$ cat config.mk
export PLATFORM = sky130hd
export DESIGN_NAME = pong_vga_renderer
export DESIGN_NICKNAME = d
export VERILOG_FILES = /design/src/rtl/pong_vga_renderer.sv
export SDC_FILE = /design/constraint.sdc
export NUM_CORES = 1
export LEC_CHECK = 0
export BUFFER_PORTS_ARGS = -buffer_cell sky130_fd_sc_hd__clkbuf_2
export CAP_MARGIN = 25
export CORE_MARGIN = 1.5
export CORE_UTILIZATION = 55
export CTS_BUF_LIST = sky130_fd_sc_hd__clkbuf_2
export DETAILED_ROUTE_END_ITERATION = 12
export PLACE_DENSITY = 0.72
export SYNTH_ARGS = -nofsm -noshare
export SYNTH_HDL_FRONTEND = slang
export SYNTH_SLANG_ARGS = --single-unit
$ cat constraint.sdc
create_clock -name clk -period 3.07 [get_ports clk]
set_clock_uncertainty 0.2 [all_clocks]
set_input_delay 0.307 -clock clk [delete_from_list [all_inputs] [get_ports clk]]
set_output_delay 0.307 -clock clk [all_outputs]
set_load 0.02 [all_outputs]
$ cat src/rtl/pong_vga_renderer.sv
// pong_vga_renderer: VGA timing generator and pong frame renderer on the pixel clock.
// Game inputs are sampled once per frame at vblank start (h_cnt==0, v_cnt==V_ACTIVE) and
// frame_tick pulses the cycle after, telling the engine it may move objects again.
// Optional feature macro: SCORE_DISPLAY_EN draws the latched score as two hex digits.
module pong_vga_renderer #(
    parameter int H_ACTIVE      = 640,
    parameter int H_FP          = 16,
    parameter int H_SYNC        = 96,
    parameter int H_BP          = 48,
    parameter int V_ACTIVE      = 480,
    parameter int V_FP          = 10,
    parameter int V_SYNC        = 2,
    parameter int V_BP          = 33,
    parameter int BALL_SIZE     = 10,
    parameter int PADDLE_WIDTH  = 10,
    parameter int PADDLE_HEIGHT = 60,
    parameter int PLAYER_X      = 20,
    parameter int OPP_X         = 610
) (
    input  logic       clk,
    input  logic       rst,
    input  logic [9:0] player_paddle_y,
    input  logic [9:0] opponent_paddle_y,
    input  logic [9:0] current_ball_x,
    input  logic [9:0] current_ball_y,
    input  logic [7:0] score,
    output logic       hsync,
    output logic       vsync,
    output logic [1:0] red,
    output logic [1:0] green,
    output logic [1:0] blue,
    output logic       frame_tick
);
    localparam int H_TOTAL = H_ACTIVE + H_FP + H_SYNC + H_BP;
    localparam int V_TOTAL = V_ACTIVE + V_FP + V_SYNC + V_BP;

    localparam logic [9:0]  H_LAST     = 10'(H_TOTAL - 1);
    localparam logic [9:0]  V_LAST     = 10'(V_TOTAL - 1);
    localparam logic [9:0]  V_LATCH    = 10'(V_ACTIVE);
    localparam logic [10:0] H_ACT_W    = 11'(H_ACTIVE);
    localparam logic [10:0] V_ACT_W    = 11'(V_ACTIVE);
    localparam logic [10:0] HS_FIRST   = 11'(H_ACTIVE + H_FP);
    localparam logic [10:0] HS_LAST    = 11'(H_ACTIVE + H_FP + H_SYNC - 1);
    localparam logic [10:0] VS_FIRST   = 11'(V_ACTIVE + V_FP);
    localparam logic [10:0] VS_LAST    = 11'(V_ACTIVE + V_FP + V_SYNC - 1);
    localparam logic [10:0] BALL_W     = 11'(BALL_SIZE);
    localparam logic [10:0] PAD_H_W    = 11'(PADDLE_HEIGHT);
    localparam logic [10:0] PLAYER_L   = 11'(PLAYER_X);
    localparam logic [10:0] PLAYER_R   = 11'(PLAYER_X + PADDLE_WIDTH);
    localparam logic [10:0] OPP_L      = 11'(OPP_X);
    localparam logic [10:0] OPP_R      = 11'(OPP_X + PADDLE_WIDTH);
    localparam logic [10:0] NET_LEFT   = 11'd318;
    localparam logic [10:0] NET_RIGHT  = 11'd321;

    localparam logic [5:0] COL_BLACK  = 6'b00_00_00;
    localparam logic [5:0] COL_WHITE  = 6'b11_11_11;
    localparam logic [5:0] COL_PLAYER = 6'b00_11_00;
    localparam logic [5:0] COL_OPP    = 6'b11_00_00;
    localparam logic [5:0] COL_NET    = 6'b01_01_01;

    logic [9:0]  h_cnt_r;
    logic [9:0]  v_cnt_r;
    logic [9:0]  player_y_r;
    logic [9:0]  opp_y_r;
    logic [9:0]  ball_x_r;
    logic [9:0]  ball_y_r;
    logic [10:0] x_s;
    logic [10:0] y_s;
    logic        active_s;
    logic        ball_hit_s;
    logic        player_hit_s;
    logic        opp_hit_s;
    logic        net_hit_s;
    logic        glyph_hit_s;
    logic [5:0]  rgb_s;

    // All object tests are done 11 bits wide so pos+size never wraps back onto the screen.
    assign x_s = {1'b0, h_cnt_r};
    assign y_s = {1'b0, v_cnt_r};

    // Raster position: h runs 0..H_TOTAL-1, v advances at end of each line and wraps at end of frame.
    always_ff @(posedge clk) begin
        if (rst) begin
            h_cnt_r <= 10'd0;
            v_cnt_r <= 10'd0;
        end else if (h_cnt_r == H_LAST) begin
            h_cnt_r <= 10'd0;
            if (v_cnt_r == V_LAST) begin
                v_cnt_r <= 10'd0;
            end else begin
                v_cnt_r <= v_cnt_r + 10'd1;
            end
        end else begin
            h_cnt_r <= h_cnt_r + 10'd1;
        end
    end

`ifdef SCORE_DISPLAY_EN
    logic [7:0]  score_r;
    logic        in_player_digit_s;
    logic        in_opp_digit_s;
    logic        in_digit_rows_s;
    logic [10:0] glyph_base_s;
    logic [3:0]  digit_s;
    logic [1:0]  col_s;
    logic [2:0]  row_s;
    logic [3:0]  idx_s;
    logic [14:0] glyph_bits_s;

    // 3x5 hex font, row 0 in bits 14:12, leftmost column in the MSB of each row.
    function automatic logic [14:0] glyph_rom(input logic [3:0] digit);
        case (digit)
            4'h0:    glyph_rom = 15'b111_101_101_101_111;
            4'h1:    glyph_rom = 15'b010_110_010_010_111;
            4'h2:    glyph_rom = 15'b111_001_111_100_111;
            4'h3:    glyph_rom = 15'b111_001_111_001_111;
            4'h4:    glyph_rom = 15'b101_101_111_001_001;
            4'h5:    glyph_rom = 15'b111_100_111_001_111;
            4'h6:    glyph_rom = 15'b111_100_111_101_111;
            4'h7:    glyph_rom = 15'b111_001_001_001_001;
            4'h8:    glyph_rom = 15'b111_101_111_101_111;
            4'h9:    glyph_rom = 15'b111_101_111_001_111;
            4'hA:    glyph_rom = 15'b010_101_111_101_101;
            4'hB:    glyph_rom = 15'b110_101_110_101_110;
            4'hC:    glyph_rom = 15'b111_100_100_100_111;
            4'hD:    glyph_rom = 15'b110_101_101_101_110;
            4'hE:    glyph_rom = 15'b111_100_111_100_111;
            4'hF:    glyph_rom = 15'b111_100_111_100_100;
            default: glyph_rom = 15'b000_000_000_000_000;
        endcase
    endfunction

    // Score is sampled together with the positions so the digits cannot tear mid-frame.
    always_ff @(posedge clk) begin
        if (rst) begin
            score_r <= 8'd0;
        end else if ((h_cnt_r == 10'd0) && (v_cnt_r == V_LATCH)) begin
            score_r <= score;
        end
    end

    // Map the pixel into a 4x4-px font cell of the player (left) or opponent (right) digit.
    always_comb begin
        in_player_digit_s = (x_s >= 11'd292) && (x_s <= 11'd303);
        in_opp_digit_s    = (x_s >= 11'd336) && (x_s <= 11'd347);
        in_digit_rows_s   = (y_s >= 11'd16) && (y_s <= 11'd35);
        if (in_player_digit_s) begin
            glyph_base_s = 11'd292;
            digit_s      = score_r[3:0];
        end else begin
            glyph_base_s = 11'd336;
            digit_s      = score_r[7:4];
        end
        col_s        = 2'((x_s - glyph_base_s) >> 2'd2);
        row_s        = 3'((y_s - 11'd16) >> 2'd2);
        idx_s        = ({1'b0, row_s} * 4'd3) + {2'b00, col_s};
        glyph_bits_s = glyph_rom(digit_s);
        if (in_digit_rows_s && (in_player_digit_s || in_opp_digit_s)) begin
            glyph_hit_s = glyph_bits_s[4'd14 - idx_s];
        end else begin
            glyph_hit_s = 1'b0;
        end
    end
`else
    logic unused_score_s;

    assign unused_score_s = ^score;
    assign glyph_hit_s    = 1'b0;
`endif

    // Sample the engine's positions at vblank start and announce the sample with frame_tick.
    always_ff @(posedge clk) begin
        if (rst) begin
            player_y_r <= 10'd210;
            opp_y_r    <= 10'd210;
            ball_x_r   <= 10'd320;
            ball_y_r   <= 10'd240;
            frame_tick <= 1'b0;
        end else if ((h_cnt_r == 10'd0) && (v_cnt_r == V_LATCH)) begin
            player_y_r <= player_paddle_y;
            opp_y_r    <= opponent_paddle_y;
            ball_x_r   <= current_ball_x;
            ball_y_r   <= current_ball_y;
            frame_tick <= 1'b1;
        end else begin
            frame_tick <= 1'b0;
        end
    end

    // Classify the current pixel against each object and pick the highest-priority colour.
    always_comb begin
        active_s     = (x_s < H_ACT_W) && (y_s < V_ACT_W);
        ball_hit_s   = (x_s >= {1'b0, ball_x_r}) && (x_s < ({1'b0, ball_x_r} + BALL_W)) &&
                       (y_s >= {1'b0, ball_y_r}) && (y_s < ({1'b0, ball_y_r} + BALL_W));
        player_hit_s = (x_s >= PLAYER_L) && (x_s < PLAYER_R) &&
                       (y_s >= {1'b0, player_y_r}) && (y_s < ({1'b0, player_y_r} + PAD_H_W));
        opp_hit_s    = (x_s >= OPP_L) && (x_s < OPP_R) &&
                       (y_s >= {1'b0, opp_y_r}) && (y_s < ({1'b0, opp_y_r} + PAD_H_W));
        net_hit_s    = (x_s >= NET_LEFT) && (x_s <= NET_RIGHT) && (v_cnt_r[4] == 1'b0);
        if (!active_s) begin
            rgb_s = COL_BLACK;
        end else if (ball_hit_s) begin
            rgb_s = COL_WHITE;
        end else if (glyph_hit_s) begin
            rgb_s = COL_WHITE;
        end else if (player_hit_s) begin
            rgb_s = COL_PLAYER;
        end else if (opp_hit_s) begin
            rgb_s = COL_OPP;
        end else if (net_hit_s) begin
            rgb_s = COL_NET;
        end else begin
            rgb_s = COL_BLACK;
        end
    end

    // Register syncs and colour together so every video output lags the counters by one cycle.
    always_ff @(posedge clk) begin
        if (rst) begin
            hsync <= 1'b1;
            vsync <= 1'b1;
            red   <= 2'd0;
            green <= 2'd0;
            blue  <= 2'd0;
        end else begin
            hsync <= !((x_s >= HS_FIRST) && (x_s <= HS_LAST));
            vsync <= !((y_s >= VS_FIRST) && (y_s <= VS_LAST));
            red   <= rgb_s[5:4];
            green <= rgb_s[3:2];
            blue  <= rgb_s[1:0];
        end
    end

endmodule

# ---- Word-level counts from Yosys, hierarchy flattened
# Index checks and enable logic that the tools add are counted.
dict set report classes {
  order_cmp 20
  bitwise 2
  n_reduce_logical 20
  muxes 6
  n_eq_ne 3
  add_sub_neg 6
}
# operator count
set op_table {}
lappend op_table {{< comparator 10 x 11 -> 1 bit} 4}
lappend op_table {{greater-or-equal comparator 10 bit} 4}
lappend op_table {{adder 10 x 4 -> 11 bit, second input constant} 2}
lappend op_table {{adder 10 x 6 -> 11 bit, second input constant} 2}
lappend op_table {{adder 10 x 1 -> 10 bit, second input constant} 2}
lappend op_table {{== test 10 bit, second input constant} 2}
lappend op_table {{greater-or-equal comparator 10 bit, second input constant} 2}
lappend op_table {{greater-or-equal comparator 10 x 9 -> 1 bit, second input constant} 2}
lappend op_table {{less-or-equal comparator 10 x 9 -> 1 bit, second input constant} 2}
lappend op_table {{< comparator 10 bit, second input constant} 2}
lappend op_table {{two-way mux 6 bit} 3}
lappend op_table {{logical AND 1 bit} 15}
lappend op_table {{== test 10 x 9 -> 1 bit, second input constant} 1}
lappend op_table {{greater-or-equal comparator 10 x 5 -> 1 bit, second input constant} 1}
lappend op_table {{less-or-equal comparator 10 bit, second input constant} 1}
lappend op_table {{logical NOT 10 bit} 1}
lappend op_table {{< comparator 10 x 5 -> 1 bit, second input constant} 1}
lappend op_table {{< comparator 10 x 9 -> 1 bit, second input constant} 1}
lappend op_table {{two-way mux 10 bit} 1}
lappend op_table {{two-way mux 5 bit} 1}
lappend op_table {{OR reduction 2 bit} 2}
lappend op_table {{logical NOT 1 bit} 2}
lappend op_table {{NOT 1 bit} 2}
lappend op_table {{two-way mux 1 bit} 1}
dict set report word_totals {
  wordCells 69
  output_inout_bits 9
  inputBits 50
  register_bits 69
}

# ---- Longest topological paths before layout
# Gate-level depths: netlist of run 1.
dict set report depth {
  word_depth 7
  mapped_depth 11
  mapped_depth_nobuf 11
}

# ---- Worst setup path before layout of run 1
# Ideal clock, no wire load.
dict set report synth_path {
  path_kind {flip-flop to flip-flop}
  startpoint {register opp_y_r[2]}
  endpoint {register red[0]}
  period_less_slack_ns 2.421
  setup_slack_ns 0.649
  t_arrival_ns 2.146
  n_path_buf 0
  required_time_ns 2.795
  stages_incl_launch_ff 12
  setup_time_ns 0.075
  path_cell_list {dfxtp_1 inv_1 ha_1 nand3_1 nand3_1 xnor2_1 ha_1 a2111oi_0 o21ai_0 a41oi_1 o311ai_0 a31oi_1}
}
dict set report synth_between {
  elab_chain_cells 6
  word_cells_on_any_way 8
}
# item line_no
set synth_rtl {}
lappend synth_rtl {{start, declared} 64} ;# logic [9:0] opp_y_r;
lappend synth_rtl {{start signal, assigned} 181} ;# opp_y_r <= opponent_paddle_y;
lappend synth_rtl {{adder 10 x 6 -> 11 bit / greater-or-equal comparator 10 bit (equally long branches)} 198} ;# (y_s >= {1'b0, opp_y_r}) && (y_s < ({1'b0, opp_y_r} + PAD_H_W));
lappend synth_rtl {{< comparator 10 x 11 -> 1 bit / logical AND 1 bit (equally long branches)} {198, 197}}
lappend synth_rtl {{logical AND 1 bit *} 198}
lappend synth_rtl {{two-way mux 6 bit *} 208} ;# end else if (opp_hit_s) begin
lappend synth_rtl {{two-way mux 6 bit *} 206} ;# end else if (player_hit_s) begin
lappend synth_rtl {{two-way mux 6 bit *} 202} ;# end else if (ball_hit_s) begin
lappend synth_rtl {{end signal, assigned} 228} ;# red <= rgb_s[5:4];
lappend synth_rtl {{end, declared} 29} ;# output logic [1:0] red,
# Every way passes the cells marked *; elsewhere a longest branch is shown, timed or not.
# A chain may end at the register's enable or synchronous reset.

# ---- Worst setup path in the final report of run 1
# Same ends and word-level chain as after synthesis.

==> results of run 1 <==
cells in the final DEF, fill, tap and decap left out, drive strengths merged, types with 9 or more instances in the layout:
cell | synthesis | layout
nor3 | 10 | 10
nand4 | 9 | 9
a21oi | 59 | 59
o21ai | 22 | 22
a211o | 15 | 15
nand3 | 19 | 19
nand2 | 74 | 74
nor2 | 44 | 44
dfxtp | 69 | 69
xnor2 | 30 | 30
xor2 | 9 | 9
buf | 12 | 9
clkbuf | 9 | 59
dlygate4sd3 | 0 | 40
inv | 47 | 47
ha | 84 | 84
area by class of cell:
cell class / count / share of cell area
clock buffers: 9 / 0.00782
clock inverters: 6 / 0.0195
inverters: 47 / 0.0306
multi-input cells: 454 / 0.552
flip-flops and latches: 69 / 0.240
well taps: 108 / 0.0234
repair buffers: 99 / 0.127
registers in the layout (all words and copies together), names as in the netlist, 10 cells and up:
register / cells
ball_y_r: 10
h_cnt_r: 10
ball_x_r: 10
opp_y_r: 10
v_cnt_r: 10
player_y_r: 10
kinds of logic after synthesis:
logic type / Yosys count / share of synthesized area
AND/OR/NAND/NOR: 197 / 0.196
adder cells (fa/ha/maj): 84 / 0.217
XOR/XNOR: 39 / 0.0706
flip-flops: 69 / 0.285
AO/OA/AOI/OAI: 134 / 0.173
buffers and inverters: 68 / 0.0574
how the worst max path moves through the flow:
stage	from	end	slack [ns]	cells after the start
after detailed placement	opp_y_r[2]	red[0]	0.30	11
after floorplan	opp_y_r[2]	red[0]	0.65	11
after CTS	opp_y_r[2]	red[0]	0.27	11
after global placement	opp_y_r[2]	red[0]	0.37	11
final	opp_y_r[2]	red[0]	0.27	11
after global routing	opp_y_r[2]	red[0]	0.04	11
where the power goes:
| group | internal, µW | total [µW] | switching [µW] |
|---|---|---|---|
| registers | 901 | 908 | 7.31 |
| logic | 64.9 | 111 | 45.9 |
| clock network | 348 | 689 | 341 |
| total | 1310 | 1710 | 395 |
worst reg2reg max path, stage by stage (launching register included):
cell and delay [ns]:
dfxtp_1 0.42, inv_1 0.08, ha_1 0.23, nand3_1 0.13, nand3_1 0.14, xnor2_1 0.16
ha_1 0.28, a2111oi_0 0.38, o21ai_0 0.16, a41oi_1 0.19, o311ai_0 0.25, a31oi_1 0.18
routing by layer:
metal / up-vias / routed length (µm) / GRT usage
li1: 2259 / - / -
met1: 2104 / 5600 / 0.333
met2: 132 / 5830 / 0.467
met3: 25 / 579 / 0.0477
met4: 0 / 197 / 0.0825
met5: - / 0 / 0
stage by stage:
step | instances | total power, µW | hold slack [ns] | utilization | instance area (µm²)
2_1_floorplan | 591 | 956 | 0.225 | - | 4840
3_3_place_gp | 737 | 992 | 0.246 | 0.603 | 5200
3_5_place_dp | 737 | 995 | 0.248 | 0.603 | 5200
4_1_cts | 792 | 1720 | 0.0661 | 0.667 | 5760
5_1_grt | 792 | 1780 | 0.0638 | 0.667 | 5760
6_report | 792 | 1710 | 0.102 | 0.667 | 5760
==> summary.md, run 1 <==
| Metric | Value |
|---|---|
| Syn Inst Count | 591 |
| Hold Crit Start | rst |
| Post-synth ARST share | 0 |
| First-pass GRT wire length | 20.4 mm |
| Final wirelength | 12.2 mm |
| Nets | 814 |
| Die Height | 96.8 µm |
| Sequential Area | 1380 µm² |
| CP peak stage delay | 0.42 ns |
| VDD IR-drop max | 230 µV |
| Yosys cell types | 51 |
| Die X | 96.8 µm |
| Leak pwr | 0.00252 µW |
| CTS tree | yes |
| Hold Crit Endpoint | ball_x_r[1] |
| Total gr overflow | 0 |
| Crit path time final | 2.80 ns |
| Largest net degree at the start of global routing | 38 |
| Worst hold stages | 2 |
| Setup Buffers After CTS | 0 |
| Setup violators final | 0 |
| Setup ws final | 0.266 ns |
| Relative slew slack | 0.583 |
| Wire length per cell | 15.4 µm |
| Area grow syn2layout | 19.1% |
| Diodes inserted | 0 |
| GRT Total Usage | 0.267 |
| Crit path kind | flip-flop to flip-flop |
| Post-synth top cells | 84 x ha_1, 74 x nand2_1, 69 x dfxtp_1 |
| Initial Utilization | 0.560 |
| Hold Path Class | input port to flip-flop |
| Post-DRT Antenna Nets | 0 |
| Routability cong. | 0.897 |
| Top Ports | 59 |
| Vias per cell | 5.71 |
| Post-synth EDFFs | 0 |
| Worst setup EP type | flip-flop |
| Initial DRC count | 280 |
| CTS buffer count | 9 |
| Cell family with most CP delay | compound AO/OA/AOI/OAI gates |
| R2R Setup Slk | 0.27 ns |
| Critical path arrival | 3.09 ns |
| DR vias | 4520 |
| Cts repair resizes | 0 |
| Seq cells post-synth | 69 |
| Worst Path Required | 3.35 ns |
| Final period util | 0.913 |
| Reg clk slew, reported paths | 0.22 ns |
| Syn avg cell area | 8.19 µm² |
| Syn_nets | 725 |
| Clock Latency Late Sink | 0.53 ns |
| Crit Path Max Fanout | 4 |
| Setup WS pre-CTS | 0.296 ns |
| IO buf count | 50 |
| Pre-Repair DR Iteration Count | 5 |
| Most instantiated library cell after synthesis | ha_1 |
| Share of post-route cells with drive strength above 1 | 0.114 |
| DP Wirelength | 8.76 mm |
| Slowest cell on the critical path | dfxtp_1 |
| FF-to-FF End | red[0] |
| Core box area | 8640 µm² |
| Startpoint Class | flip-flop |
| Synth area leaders | dfxtp_1 29%, ha_1 22%, a21oi_1 6.1%, nand2_1 5.7%, xnor2_1 5.4% |
| H-tree depth | 3 |
| Status | finished, final reports clean |
| Area of the multi-input gates | 3180 µm² |
| Vias in the first global route | 4430 |
| Synth top area share | 0.285 |
| FMAX | 0.357 GHz |
| Die area | 9370 µm² |
| Root buf cell | clkbuf_2 |
| Slew Limit Fails | 0 |
| Crit path buffers/inverters | 1 |
| Setup_tns | 0 ns |
| Bufs on Longest Clock Path | 2 |
| Worst r2r src | opp_y_r[2] |
| # DRC | 0 |
| # clock sinks | 69 |
| Hold-fix buffers, CTS | 40 |
| Cell Area, Synth | 4840 µm² |
| Least-Margin Pin Slew | 0.625 ns |
| Final hold violations | 0 |
| Placement Rows | 34 |
| Critical-path cell list | inv_1 > ha_1 > nand3_1 > nand3_1 > xnor2_1 > ha_1 > a2111oi_0 > o21ai_0 > a41oi_1 > o311ai_0 > a31oi_1 |
| Reg2reg path depth | 11 |
| Sequential-to-total area share from yosys stat | 0.285 |
| Ys flop type | dfxtp_1 |
| Fill cells | 741 |
| Biggest area consumer among synthesized cells | dfxtp_1 |
| Initial antenna violation count | 0 |
| Syn. warnings | 0 |
| RSZ-0062 raised after global routing | false |
| Pwr Density | 296 nW/µm² |
| Max_cap viols | 0 |
No activity file was read; power rests on OpenSTA's default activity.
==> run 2, diff against run 1 <==
--- a/config.mk
+++ b/config.mk
@@ -11,3 +11,3 @@
 export CORE_UTILIZATION = 55
-export CTS_BUF_LIST = sky130_fd_sc_hd__clkbuf_2
+export CTS_BUF_LIST = sky130_fd_sc_hd__clkbuf_2 sky130_fd_sc_hd__clkbuf_4 sky130_fd_sc_hd__clkbuf_8
 export DETAILED_ROUTE_END_ITERATION = 12
==> constraint.sdc (replaced) <==
create_clock -name clk -period 3.55 [get_ports clk]
set_clock_uncertainty 0.2 [all_clocks]
set_input_delay 0.355 -clock clk [delete_from_list [all_inputs] [get_ports clk]]
set_output_delay 0.355 -clock clk [all_outputs]
set_load 0.1 [all_outputs]
==> summary.md, run 2 (same netlist as run 1, synthesis figures left out) <==
| Metric | Value |
|---|---|
| Hold Crit Endpoint | opp_y_r[1] |
| Hold-fix buffers, CTS | 4 |
| FMAX | 0.349 GHz |
| VDD IR-drop max | 201 µV |
| Setup Buffers After CTS | 0 |
| CP peak stage delay | 0.44 ns |
| CTS buffer count | 9 |
| Crit path buffers/inverters | 1 |
| Crit path kind | flip-flop to flip-flop |
| Initial antenna violation count | 0 |
| Least-Margin Pin Slew | 0.585 ns |
| Cts repair resizes | 0 |
| Max_cap viols | 0 |
| Root buf cell | clkbuf_8 |
| Leak pwr | 0.00237 µW |
| Diodes inserted | 0 |
| DR vias | 4391 |
| Startpoint Class | flip-flop |
| Crit path time final | 2.86 ns |
| Hold Path Class | input port to flip-flop |
| DP Wirelength | 8.59 mm |
| Wire length per cell | 15.4 µm |
| Placed Area | 5170 µm² |
| IO buf count | 50 |
| H-tree depth | 3 |
| Status | finished, final reports clean |
| Critical-path cell list | inv_1 > ha_1 > nand3_1 > nand3_1 > xnor2_1 > ha_1 > a2111oi_0 > o21ai_0 > a41oi_1 > o311ai_0 > a31oi_1 |
| Routability cong. | 0.857 |
| Final wirelength | 11.6 mm |
| # clock sinks | 69 |
| Critical path arrival | 2.95 ns |
| Setup_tns | 0 ns |
| Top Ports | 59 |
| Nets | 775 |
| # DRC | 0 |
| Vias in the first global route | 4245 |
| Pwr Density | 298 nW/µm² |
| Design Area, Final | 5450 µm² |
| Bufs on Longest Clock Path | 2 |
| Most frequent cells in the layout | 84 x ha_1, 74 x nand2_1, 69 x dfxtp_1 |
| Commonest non-fill, non-tap cell in the layout | ha_1 |
| First-pass GRT wire length | 19.8 mm |
| Core box area | 8640 µm² |
| Share of post-route cells with drive strength above 1 | 0.116 |
| Slew Limit Fails | 0 |
| R2R Setup Slk | 0.69 ns |
| Reg clk slew, reported paths | 0.07 ns |
| Worst hold stages | 2 |
| Worst Path Required | 3.63 ns |
| Crit Path Max Fanout | 4 |
| Pre-Repair DR Iteration Count | 4 |
| Largest net degree at the start of global routing | 29 |
| Final hold violations | 0 |
| Area grow syn2layout | 12.5% |
| Reg2reg path depth | 11 |
| Initial DRC count | 242 |
| RSZ-0062 raised after global routing | false |
| Die X | 96.8 µm |
| Clock Latency Late Sink | 0.36 ns |
| Cell family with most CP delay | compound AO/OA/AOI/OAI gates |
| Initial Utilization | 0.560 |
| Final period util | 0.807 |
| Worst r2r src | opp_y_r[2] |
| CTS tree | yes |
| Relative slew slack | 0.609 |
| FF-to-FF End | red[0] |
| Setup violators final | 0 |
| Placement Rows | 34 |
| Total gr overflow | 0 |
| Worst setup EP type | flip-flop |
| Die area | 9370 µm² |
| Die Height | 96.8 µm |
| Hold Crit Start | opponent_paddle_y[1] |
| Post-DRT Antenna Nets | 0 |
| GRT Total Usage | 0.261 |
| Vias per cell | 5.83 |
| Slowest cell on the critical path | a2111oi_0 |
-- run 2: cell count changes in the layout (fill, tap and decap cells not counted) --
cell           before  now
dlygate4sd3_1      40    4
clkbuf_2           59   50
clkbuf_8            0    9
buf_4               8    6
clkinv_4            2    0
buf_12              1    0
clkinvlp_4          0    1
inv_6               0    1
-- run 2: area by class of cell --
cell class / instances / area [µm²]
clock buffers: 9 / 124
clock inverters: 6 / 111
fillers: 794 / 3190
inverters: 47 / 176
multi-input cells: 454 / 3180
flip-flops and latches: 69 / 1380
well taps: 108 / 135
repair buffers: 60 / 335
-- run 2: worst max-delay path by stage --
| stage | startpoint | end | slack, ns | cells after the start |
|---|---|---|---|---|
| floorplan | opp_y_r[2] | red[0] | 1.13 | 11 |
| global placement | opp_y_r[2] | red[0] | 0.86 | 11 |
| detailed placement | opp_y_r[2] | red[0] | 0.65 | 11 |
| CTS | opp_y_r[2] | red[0] | 0.66 | 11 |
| global route | opp_y_r[2] | red[0] | 0.41 | 11 |
| finish | opp_y_r[2] | red[0] | 0.69 | 11 |
-- run 2: per-stage QoR --
step,util,instances,hold WS [ns],power [µW],worst slack [ns]
floorplan,-,591,0.236,827,1.13
global placement,0.599,734,0.246,858,0.864
detailed placement,0.599,734,0.247,859,0.652
CTS,0.631,753,0.00119,1630,0.656
global route,0.631,753,0.00599,1680,0.414
finish,0.631,753,0.00492,1620,0.686
-- run 2: routing by layer --
layer / up-vias / share of wire / GRT usage
met5: - / 0 / 0
met4: 0 / 0.026 / 0.111
met3: 27 / 0.052 / 0.0397
met2: 116 / 0.45 / 0.428
met1: 2059 / 0.47 / 0.341
li1: 2189 / - / -
-- run 2: power by group --
| part | leakage, µW | internal, µW | switching (µW) | total [µW] |
|---|---|---|---|---|
| sequential | 0.000557 | 776 | 5.36 | 781 |
| clock | 0.000116 | 464 | 316 | 780 |
| combinational | 0.00170 | 30.5 | 32.9 | 63.5 |
-- run 2: worst reg2reg max path: cells and delay by family (launching register included) --
family	cells	cell delay, ns
AO/OA/AOI/OAI	5	1.18
adder cells (fa/ha/maj)	2	0.52
flip-flops	1	0.38
AND/OR/NAND/NOR	2	0.27
XOR/XNOR	1	0.16
buffers and inverters	1	0.08
